[src/rtl/o_bus_rr_pick_fifo.sv]
// Round-robin picker of N request channels feeding a small in-order output FIFO.
// Optional feature: define O_BUS_PICK_ID_EN to add o_id (source channel stored per entry).
module o_bus_rr_pick_fifo #(
   parameter int NUM_INPUT_DATA = 16,
   parameter int DATA_WIDTH     = 16,
   parameter int FIFO_DEPTH     = 4
) (
   input  logic                                 clk,
   input  logic                                 rst_n,
   input  logic [NUM_INPUT_DATA-1:0]            i_valid,
   input  logic [NUM_INPUT_DATA*DATA_WIDTH-1:0] i_data_bus,
   output logic [NUM_INPUT_DATA-1:0]            o_grant,
   input  logic                                 i_en,
   output logic                                 o_valid,
   output logic [DATA_WIDTH-1:0]                o_data_bus,
   input  logic                                 i_ready
`ifdef O_BUS_PICK_ID_EN
   ,
   output logic [$clog2(NUM_INPUT_DATA)-1:0]    o_id
`endif
);

   localparam int IW = $clog2(NUM_INPUT_DATA);
   localparam int PW = $clog2(FIFO_DEPTH);
   localparam int CW = PW + 1;

   logic [IW-1:0]         rr_ptr;
   logic [IW-1:0]         grant_idx;
   logic                  grant_any;
   logic [PW-1:0]         rd_ptr;
   logic [PW-1:0]         wr_ptr;
   logic [CW-1:0]         count;
   logic                  pop;
   logic                  push;
   logic                  can_push;
   logic [DATA_WIDTH-1:0] mem [FIFO_DEPTH];

   assign pop      = (count != '0) && i_ready;
   // A full FIFO still accepts when its head leaves in the same cycle.
   assign can_push = (count != CW'(FIFO_DEPTH)) || pop;

   always_comb begin
      int j;
      j         = 0;
      grant_any = 1'b0;
      grant_idx = '0;
      for (int i = 0; i < NUM_INPUT_DATA; i++) begin
         j = int'(rr_ptr) + i;
         if (j >= NUM_INPUT_DATA) j = j - NUM_INPUT_DATA;
         if (!grant_any && i_valid[j]) begin
            grant_any = 1'b1;
            grant_idx = IW'(j);
         end
      end
      if (!(rst_n && i_en && can_push)) grant_any = 1'b0;
   end

   assign push = grant_any;

   always_comb begin
      o_grant = '0;
      if (grant_any) o_grant[grant_idx] = 1'b1;
   end

   always_ff @(posedge clk) begin
      if (!rst_n) begin
         count  <= '0;
         rr_ptr <= '0;
         rd_ptr <= '0;
         wr_ptr <= '0;
      end else begin
         if (push) begin
            wr_ptr <= wr_ptr + 1'b1;
            rr_ptr <= (grant_idx == IW'(NUM_INPUT_DATA - 1)) ? '0 : grant_idx + 1'b1;
         end
         if (pop) rd_ptr <= rd_ptr + 1'b1;
         case ({push, pop})
            2'b10:   count <= count + 1'b1;
            2'b01:   count <= count - 1'b1;
            default: ;
         endcase
      end
   end

   // Storage is not reset; the empty-gated outputs hide stale entries.
   always_ff @(posedge clk) begin
      if (push) mem[wr_ptr] <= i_data_bus[int'(grant_idx)*DATA_WIDTH +: DATA_WIDTH];
   end

   assign o_valid    = (count != '0);
   assign o_data_bus = o_valid ? mem[rd_ptr] : '0;

`ifdef O_BUS_PICK_ID_EN
   logic [IW-1:0] id_mem [FIFO_DEPTH];

   always_ff @(posedge clk) begin
      if (push) id_mem[wr_ptr] <= grant_idx;
   end

   assign o_id = o_valid ? id_mem[rd_ptr] : '0;
`endif

endmodule

[config.mk]
export PLATFORM = sky130hd
export DESIGN_NAME = o_bus_rr_pick_fifo
export DESIGN_NICKNAME = d
export VERILOG_FILES = /design/src/rtl/o_bus_rr_pick_fifo.sv
export SDC_FILE = /design/constraint.sdc
export NUM_CORES = 1
export LEC_CHECK = 0
export BUFFER_PORTS_ARGS = -buffer_cell sky130_fd_sc_hd__buf_4
export CAP_MARGIN = 25
export CORE_MARGIN = 2
export CORE_UTILIZATION = 46
export DETAILED_ROUTE_END_ITERATION = 12
export GPL_ROUTABILITY_DRIVEN = 0
export PLACE_DENSITY = 0.79
export SYNTH_ARGS = -nofsm -noshare
export SYNTH_HDL_FRONTEND = slang
export SYNTH_SLANG_ARGS = --single-unit
[constraint.sdc]
create_clock -name clk -period 5.15 [get_ports clk]
set_input_delay 0.515 -clock clk [delete_from_list [all_inputs] [get_ports clk]]
set_output_delay 0.515 -clock clk [all_outputs]
set_load 0.01 [all_outputs]
==> impl_metrics.yaml <==
run_status:
  status: "finished clean"
cts:
  cts_max_level: 3
  insertion_delay_ns: 0.34
  post-cts-setup-buffer-count: 0
  cts_root_buf: "clkbuf_16"
  cts_tree: "yes"
  clk_path_buf_depth: 2
  cts_num_sinks: 77
  numCtsBuffers: 9
  hold_buffers: 0
  cts.clk_slew.worst_paths_ns: 0.07
flow_run:
  max-cap-violations: 0
drt:
  dr.pass1.iters: 6
  wire_per_inst_um: 23.8
  drtIter0Drc: 1102
  vias: 7952
  avgViaCountPerCell: 6.30
  drtAntennaViolNets: 0
  route.detailed.drc: 0
  drt_wl_total_um: 30100
worst_setup_path:
  worstSetupPathType: "reg -> out"
  slowest_delay_ns: 0.65
  critical-path-top-delay-family: "multiplexers"
  crit_buf_inv: 4
  end_kind: "primary output"
  cp.arrival_ns: 4.59
  path_cells: "buf_12 > mux4_2 > mux4_2 > a21o_1 > nor4_2 > nand2_1 > o311a_1 > a21o_4 > buf_6 > inv_1 > ha_1 > and3_1 > buf_4"
  path_max_fanout: 38
  crit_path_start_kind: "flop"
  slowest_stage: "mux4_2"
  cp.required_ns: 4.64
  worst_path_most_repeated_cell: "mux4_2"
logic_synthesis:
  yosysTopAreaCell: "edfxtp_1"
  syn_nets: 1025
  ys.flop_type: "edfxtp_1"
  syn_inst: 732
  yosysWarningCount: 0
  ys_async_sr_fraction_pct: 0
  synth_common_cells: "mux2i_1, edfxtp_1, mux2_2"
  ys_seq_area_share_pct: 27.5
  synth_cell_types: 73
  syn_area_per_cell_um2: 10.8
  synth_edf_count: 64
  ys_top_cells_by_area: "edfxtp_1, mux4_2, mux2i_1, mux2_2, a22o_1"
  netlist_area_um2: 7920
  synth_top_area_share_pct: 24.3
  ys_ff_latch: 77
  synth_most_common_cell: "mux2i_1"
global_routing:
  first_global_vias: 7478
  grt_max_degree: 39
  overflow: 0
  grt_pass1_wl_um: 43100
  antenna_found_initial: 1
  grtUsageTotal_pct: 31.3
finish:
  synthToLayoutAreaGrowth_pct: 38.2
  layout.nets: 1330
  layout-drive-gt1-share_pct: 47.7
placement:
  dpl.hpwl_um: 24000
  portBuffers: 308
  dp_slack_ns: -0.0755
power:
  power_leakage_uw: 0.00461
  ir_drop_mv: 0.432
  power_density_nw_per_um2: 810
timing:
  slew_headroom_pct: 38.6
  tightest_slew_ns: 0.916
  min_period_over_period_pct: 99.1
  timing.setup.tns_ns: 0
  maxSlewViolCount: 0
  final.setup_skew_ns: 0.00799
  hold_violations: 0
  fin_crit_ns: 5.10
  max_freq_ghz: 0.196
  layout_setup_ws_ns: 0.0461
  setup_viol_count_final: 0
die:
  ios: 309
  floorplan.initialDensity_pct: 47.4
  die_w_um: 135
  coreArea_um2: 16700
  rows: 47
  die_area_um2: 18300
  die_h_um: 135
min_path:
  hp-class: "reg -> reg"
[power by group]
| group | switching [µW] | total, µW | internal, µW |
|---|---|---|---|
| registers | 79.2 | 1290 | 1220 |
| logic | 3780 | 6970 | 3190 |
| clock network | 274 | 612 | 338 |
[final timing paths]
kind	start	end	slack (ns)	cells past startpoint
worst max register to register	rr_ptr[0]	mem[1][2]	0.08	12
worst min register to register	wr_ptr[1]	wr_ptr[1]	0.51	2
worst max-delay path	rr_ptr[0]	o_grant[12]	0.05	13
worst min-delay path	wr_ptr[1]	wr_ptr[1]	0.51	2
[worst min-delay path, delay by kind of cell, from the launching register on]
family / cells / cell delay, ns
flip-flops: 1 / 0.34
AO/OA/AOI/OAI: 1 / 0.06
AND/OR/NAND/NOR: 1 / 0.06
[cell usage in the layout (no fill, tap or decap), types with 18 or more instances in the layout]
master | synthesis | final
buf_4 | 3 | 340
mux2i_1 | 90 | 88
edfxtp_1 | 64 | 64
mux2_2 | 52 | 52
nand2_1 | 46 | 46
mux4_2 | 45 | 45
o22ai_1 | 34 | 34
a22o_1 | 32 | 32
and2_1 | 26 | 25
o21ai_0 | 23 | 23
and3_1 | 19 | 19
a21oi_1 | 18 | 18
[per-layer routing]
layer | vias to the layer above | share of wire [%] | GRT usage [%]
met4 | 0 | 2.4 | 8.22
met5 | - | 0 | 0
met3 | 71 | 13 | 9.20
met2 | 604 | 46 | 48.1
li1 | 3516 | - | -
met1 | 3761 | 39 | 43.3
[repair_timing]
item | CTS | global route
resized for setup | 2 | 11
endpoints found under the setup margin | 60 | 80
endpoints found under the hold margin | 0 | 0
[registers in the layout, summed over array words and instances, names as in the netlist, named ones only]
register,flops
rd_ptr,2
mem,64
rr_ptr,4
count,3
wr_ptr,2
[stage by stage]
step | util (%) | power [µW] | cell area, µm² | hold WS, ns | std cells
6_report | 65.6 | 8870 | 11000 | 0.506 | 1263
5_1_grt | 65.6 | 9280 | 10900 | 0.514 | 1262
3_5_place_dp | 63.5 | 8020 | 10600 | 0.499 | 1246
2_1_floorplan | - | 6090 | 7950 | 0.467 | 732
4_1_cts | 65.3 | 8670 | 10900 | 0.502 | 1262
3_3_place_gp | 63.3 | 7850 | 10600 | 0.485 | 1244
[cell type report]
cell class | count | area [µm²]
antenna | 1 | 2.50
clock buffer | 9 | 225
clock inverter | 7 | 63.8
fill | 1341 | 5750
inverter | 18 | 71.3
multi-input combinational | 583 | 5420
sequential | 77 | 2180
tap | 220 | 275
timing repair buffer | 348 | 2710
[cell families (layout without fill, tap and decap cells)]
group / after synthesis / count (layout) / share of synthesized area (%)
xor gates and xnor gates: 17 / 17 / 1.97
other: 0 / 1 / 0
AOI/OAI and AO/OA: 159 / 159 / 14.2
buffers and inverters: 72 / 382 / 4.90
muxes: 217 / 217 / 36.5
adders and majority gates: 17 / 17 / 2.78
DFF: 77 / 77 / 27.5
and+or+nand+nor: 173 / 173 / 12.0
Note: power is estimated with default switching activity, not from simulation.
